--- config.mk ---
export PLATFORM = sky130hd
export DESIGN_NAME = mole_datapath
export DESIGN_NICKNAME = d
export VERILOG_FILES = /design/src/rtl/mole_datapath.sv
export SDC_FILE = /design/constraint.sdc
export NUM_CORES = 1
export LEC_CHECK = 0
export ABC_AREA = 1
export CELL_PAD_IN_SITES_DETAIL_PLACEMENT = 1
export CELL_PAD_IN_SITES_GLOBAL_PLACEMENT = 1
export CORE_ASPECT_RATIO = 0.5
export CORE_MARGIN = 4
export CORE_UTILIZATION = 41
export CTS_BUF_LIST = sky130_fd_sc_hd__clkbuf_16
export CTS_CLUSTER_SIZE = 12
export DETAILED_ROUTE_END_ITERATION = 16
export GPL_TIMING_DRIVEN = 0
export MAX_ROUTING_LAYER = met4
export PLACE_DENSITY_LB_ADDON = 0.1
export SLEW_MARGIN = 20
export SYNTH_ARGS = -nofsm -noshare
export SYNTH_HDL_FRONTEND = slang
export SYNTH_SLANG_ARGS = --single-unit
--- constraint.sdc ---
create_clock -name clk -period 1.7 [get_ports clk]
set_input_delay 0.34 -clock clk [delete_from_list [all_inputs] [get_ports clk]]
set_output_delay 0.34 -clock clk [all_outputs]
set_load 0.02 [all_outputs]
--- src/rtl/mole_datapath.sv ---
`default_nettype none
// ============================================================================
//  Module   : mole_datapath
//  Purpose  : Datapath for a whack-a-mole game.
//             - Pseudo-random source (16-bit Fibonacci LFSR).
//             - Phase countdown counter whose loads the game controller steers.
//             - Selection of the active hole.
//             - Key synchronisation, edge detection and hit qualification.
//             - Score, miss and game-over bookkeeping.
//  Revision : 1.0  initial release
// ----------------------------------------------------------------------------
//  Ports
//    clk             in   1   system clock
//    resetn          in   1   asynchronous active-low reset
//    play            in   1   game-enable level
//    moleCounter_en  in   1   controller: counter active
//    mole_up         in   1   controller: mole visible
//    hit_signal      in   1   controller: one-cycle hit state
//    miss_signal     in   1   controller: one-cycle miss state
//    key             in   4   raw asynchronous push buttons, active-high
//    moleTimeCounter out  25  phase countdown to controller
//    hit             out  1   registered valid-whack pulse
//    hole            out  2   index of active mole
//    score           out  8   hits this game
//    misses          out  4   misses this game
//    game_over       out  1   sticky end-of-game flag
// ============================================================================
module mole_datapath #(
  parameter logic [24:0] DOWN_BASE  = 25'd12_500_000,
  parameter logic [24:0] UP_TIME    = 25'd25_000_000,
  parameter int          RAND_SHIFT = 16,
  parameter logic [3:0]  MAX_MISSES = 4'd5
) (
  input  logic        clk,
  input  logic        resetn,
  input  logic        play,
  input  logic        moleCounter_en,
  input  logic        mole_up,
  input  logic        hit_signal,
  input  logic        miss_signal,
  input  logic [3:0]  key,
  output logic [24:0] moleTimeCounter,
  output logic        hit,
  output logic [1:0]  hole,
  output logic [7:0]  score,
  output logic [3:0]  misses,
  output logic        game_over
);

  localparam logic [15:0] LFSR_SEED = 16'hACE1;

  logic [15:0] lfsr;
  logic        lfsr_fb;
  logic [24:0] rand_ext;
  logic [24:0] dtime;
  logic        counter_active;
  logic        counter_zero;
  logic        phase_event;
  logic [3:0]  key_s1;
  logic [3:0]  key_s2;
  logic [3:0]  key_s3;
  logic [3:0]  key_rise;
  logic        play_d;
  logic        play_rise;
  logic [3:0]  misses_inc;

  // Taps 16,14,13,11 (1-based) -> bits 15,13,12,10, shifting toward the MSB.
  assign lfsr_fb  = lfsr[15] ^ lfsr[13] ^ lfsr[12] ^ lfsr[10];

  // Random extension of the down period; the shift stays inside 25 bits so
  // anything pushed past bit 24 is simply truncated.
  assign rand_ext = {17'd0, lfsr[7:0]} << RAND_SHIFT;
  assign dtime    = DOWN_BASE + rand_ext;

  // A dropped play level forces the counter back to its idle load even if
  // the controller has not yet withdrawn its enable.
  assign counter_active = moleCounter_en & play;
  assign counter_zero   = (moleTimeCounter == 25'd0);
  assign phase_event    = hit_signal | miss_signal;

  assign play_rise  = play & ~play_d;
  assign misses_inc = misses + 4'd1;

  // --------------------------------------------------------------------------
  // LFSR: free-running every clock
  // --------------------------------------------------------------------------
  always_ff @(posedge clk or negedge resetn) begin
    if (!resetn) begin
      lfsr <= LFSR_SEED;
    end else begin
      lfsr <= {lfsr[14:0], lfsr_fb};
    end
  end

  // --------------------------------------------------------------------------
  // Phase counter and hole selection
  // --------------------------------------------------------------------------
  always_ff @(posedge clk or negedge resetn) begin
    if (!resetn) begin
      moleTimeCounter <= DOWN_BASE;
      hole            <= 2'd0;
    end else begin
      if (phase_event) begin
        moleTimeCounter <= dtime;
      end else if (counter_active) begin
        if (counter_zero) begin
          if (mole_up) begin
            moleTimeCounter <= dtime;
          end else begin
            // Down phase over: open the up window and pick the hole.
            moleTimeCounter <= UP_TIME;
            hole            <= lfsr[1:0];
          end
        end else begin
          moleTimeCounter <= moleTimeCounter - 25'd1;
        end
      end else begin
        moleTimeCounter <= DOWN_BASE;
      end
    end
  end

  // --------------------------------------------------------------------------
  // Key synchroniser (two flops), edge detector and hit qualification.
  // Pin edge -> s1 -> s2 -> key_rise -> hit gives four clocks worst case.
  // --------------------------------------------------------------------------
  always_ff @(posedge clk or negedge resetn) begin
    if (!resetn) begin
      key_s1   <= 4'd0;
      key_s2   <= 4'd0;
      key_s3   <= 4'd0;
      key_rise <= 4'd0;
      hit      <= 1'b0;
    end else begin
      key_s1   <= key;
      key_s2   <= key_s1;
      key_s3   <= key_s2;
      key_rise <= key_s2 & ~key_s3;
      hit      <= mole_up & key_rise[hole] & ~game_over;
    end
  end

  // --------------------------------------------------------------------------
  // Score / miss bookkeeping. A play rising edge wins over any hit or miss
  // on the same cycle, and a hit wins over a simultaneous miss.
  // --------------------------------------------------------------------------
  always_ff @(posedge clk or negedge resetn) begin
    if (!resetn) begin
      play_d    <= 1'b0;
      score     <= 8'd0;
      misses    <= 4'd0;
      game_over <= 1'b0;
    end else begin
      play_d <= play;
      if (play_rise) begin
        score     <= 8'd0;
        misses    <= 4'd0;
        game_over <= 1'b0;
      end else if (hit_signal) begin
        if (score != 8'd255) begin
          score <= score + 8'd1;
        end
      end else if (miss_signal) begin
        if (misses != 4'd15) begin
          misses <= misses_inc;
          if (misses_inc == MAX_MISSES) begin
            game_over <= 1'b1;
          end
        end
      end
    end
  end

endmodule
`default_nettype wire

==> flow_metrics.py <==
metrics = {
    "route": {
        "routed_via_density": 4.91,
        "drc": 0,
        "routed_wl_um": 10000,
        "drtAntennaViolNets": 0,
        "wl_per_cell_um": 16.4,
        "drt_iter0_markers": 97,
        "first_pass_iters": 4,
        "num_vias": 2990,
    },
    "critical_path": {
        "crit_chain": "clkdlybuf4s50_1",
        "max_stage_delay_ns": 0.62,
        "slowest_stage": "clkdlybuf4s50_1",
        "cp_max_fo": 3,
        "worstPathArrival_ns": 1.33,
        "crit_family": "buffers and inverters",
        "cp.required_ns": 1.36,
        "cp_num_buf_inv": 1,
        "worstSetupEndpointType": "output port",
        "crit_path_start_kind": "flop",
        "path_class": "flop to output port",
    },
    "synthesis": {
        "synth-simple-area-share": 0.278,
        "yosys.area_share.adder": 0.0177,
        "netlist_top_cells_count": "nand2_1, nor2_1, inv_1, dfrtp_1, nand3_1",
        "syn_nets": 427,
        "yosysSeqAreaShare": 0.531,
        "async_flop_share": 1.00,
        "ys_warn_count": 0,
        "synth_compound_area_frac": 0.0527,
        "yosys.area.top_type_share": 0.382,
        "ys_ff_latch": 74,
        "synth_top_family_by_area": "simple AND/OR/NAND/NOR gates",
        "synth.mux.area_fraction": 0,
        "synth_top_cell_by_area": "dfrtp_1",
        "netlist_top_cells_area": "dfrtp_1, dfstp_2, nand2_1",
        "syn-cell-area_um2": 3540,
        "yosysMostFrequentCell": "nand2_1",
        "synth.distinct_cells": 35,
        "synth_ff_type": "dfrtp_1",
        "synth-edff-count": 0,
        "syn-mean-instance-area_um2": 8.60,
        "yosys.area_share.xor_xnor": 0.0520,
        "syn_inst": 411,
    },
    "cts": {
        "clock_path_buffers": 2,
        "cts_buffers": 9,
        "clk_latency_ns": 0.34,
        "cts_tree": "built",
        "cts_sinks": 74,
        "root_buffer": "clkbuf_16",
        "clk_pin_slew_worst_paths_ns": 0.06,
        "h-tree-depth": 3,
    },
    "timing": {
        "period_share": 0.985,
        "setup_viol_count_final": 0,
        "fin_skew_ns": 0.00493,
        "rsz0062_at_grt": "yes",
        "fmax_mhz": 597,
        "hold-worst-slack_ns": 0.348,
        "hold_viol_final": 0,
        "max_slew.worst_pin.slew_ns": 0.382,
        "drv_slew": 0,
        "fin_crit_ns": 1.67,
        "setup_ws_ns": 0.0255,
        "slew_headroom": 0.739,
    },
    "cells_and_area": {
        "final_cell_count_no_fill": 609,
        "fillCellCount": 943,
        "fin_nets": 508,
        "layout-drive-gt1-share": 0.219,
        "multiInputGateArea_um2": 1560,
        "area_growth_pct": 35.7,
        "regArea_um2": 1880,
        "n_antenna_cell": 0,
    },
    "global_routing": {
        "grt_max_degree": 61,
        "antenna_found_initial": 0,
        "grt_pass1_vias": 3253,
        "use_met1": 0.250,
        "grt_usage": 0.210,
        "met2_usage": 0.355,
        "grt_pass1_wl_um": 16200,
        "overflow": 0,
        "use_met3": 0.0559,
        "top_usage_layer": "met2",
    },
    "placement": {
        "io_buffers": 51,
        "gp_congestion": 0.885,
        "dp_hpwl_um": 6910,
        "post-place-ws_ns": -0.382,
        "dp.cells": 575,
    },
    "power": {
        "power_density_nw_per_um2": 888,
        "peakVddDrop_mv": 0.530,
        "power_mw": 4.26,
        "p_leak_nw": 2.39,
    },
    "outcome": {
        "outcome": "finished, final reports clean",
    },
    "floorplan": {
        "die_w_um": 139,
        "core_area_um2": 8200,
        "row_count": 23,
        "die-area_um2": 10300,
        "io_pins": 52,
        "start_util": 0.431,
        "die_y_um": 73.7,
    },
    "min_path": {
        "hp-class": "flop to flop",
    },
    "job": {
        "max-cap-violations": 0,
    },
}
-- layer usage --
layer  share of wire  wire, um
met1            0.45      4520
met2            0.50      5010
met3           0.036       361
met4           0.012       117
met5               0         0
-- final cells by class --
type                    instances  area share
repair buffers                 70       0.136
multi-input cells             274       0.326
plain buffers                   2     0.00339
clock inverters                 7      0.0193
flip-flops and latches         74       0.392
well taps                     112      0.0292
inverters                      61      0.0477
clock buffers                   9      0.0469
-- through the flow --
step           area [um^2]  utilization  setup TNS [ns]
2_1_floorplan         3540            -               0
3_3_place_gp          4190        0.510         -148.61
3_5_place_dp          4210        0.514           -5.72
4_1_cts               4590        0.560               0
5_1_grt               4800        0.585          -0.326
6_report              4800        0.585               0
-- state kept, by name, indices dropped and copies added (netlist names), 4 cells and up --
register and flops:
key_s1 4, key_rise 4, score 8, key_s2 4
moleTimeCounter 25, key_s3 4, lfsr 16, misses 4
-- cell families after synthesis --
| family | after synthesis |
|---|---|
| and+or+nand+nor | 216 |
| DFF | 74 |
| buffers and inverters | 63 |
| AOI/OAI and AO/OA | 32 |
| xor gates and xnor gates | 21 |
| adders and majority gates | 5 |
-- placed cells by master, fill, tap and decap left out, drive strengths merged, types with 4 or more instances in the layout --
cell type and count:
nand2 98, nor2 72, inv 63, dfrtp 54, dlygate4sd2 36, nand3 27
buf 21, dfstp 20, o21ai 15, xor2 13, clkdlybuf4s50 10, a21oi 10
clkbuf 9, xnor2 8, nand4 7, nor3 5, ha 5, dlymetal6s2s 4
-- path summary, 6_finish.rpt --
| path | from | endpoint | slack, ns | cells after the start |
|---|---|---|---|---|
| min in group asynchronous | resetn | moleTimeCounter[7]$_DFF_PN0_ | 0.41 | 2 |
| max | score[2]$_DFFE_PN0P_ | score[2] | 0.03 | 1 |
| max reg2reg | moleTimeCounter[16]$_DFF_PN0_ | moleTimeCounter[17]$_DFF_PN1_ | 0.04 | 9 |
| min | key_s1[1]$_DFF_PN0_ | key_s2[1]$_DFF_PN0_ | 0.35 | 0 |
| max in group asynchronous | resetn | lfsr[5]$_DFF_PN1_ | 0.68 | 3 |
| min reg2reg | key_s1[1]$_DFF_PN0_ | key_s2[1]$_DFF_PN0_ | 0.35 | 0 |
-- what timing repair did --
item / CTS / global route
setup buffers: 5 / 12
setup endpoints to repair: 65 / 37
gates resized for setup: 50 / 38
hold endpoints to repair: 8 / 0
hold buffers: 1 / 0
pin swaps: 3 / 8
-- power by group --
| part | internal [mW] | switching [mW] |
|---|---|---|
| clock network | 1.28 | 0.744 |
| logic | 0.142 | 0.226 |
| registers | 1.82 | 0.0475 |
No activity file was read; power rests on OpenSTA's default activity.
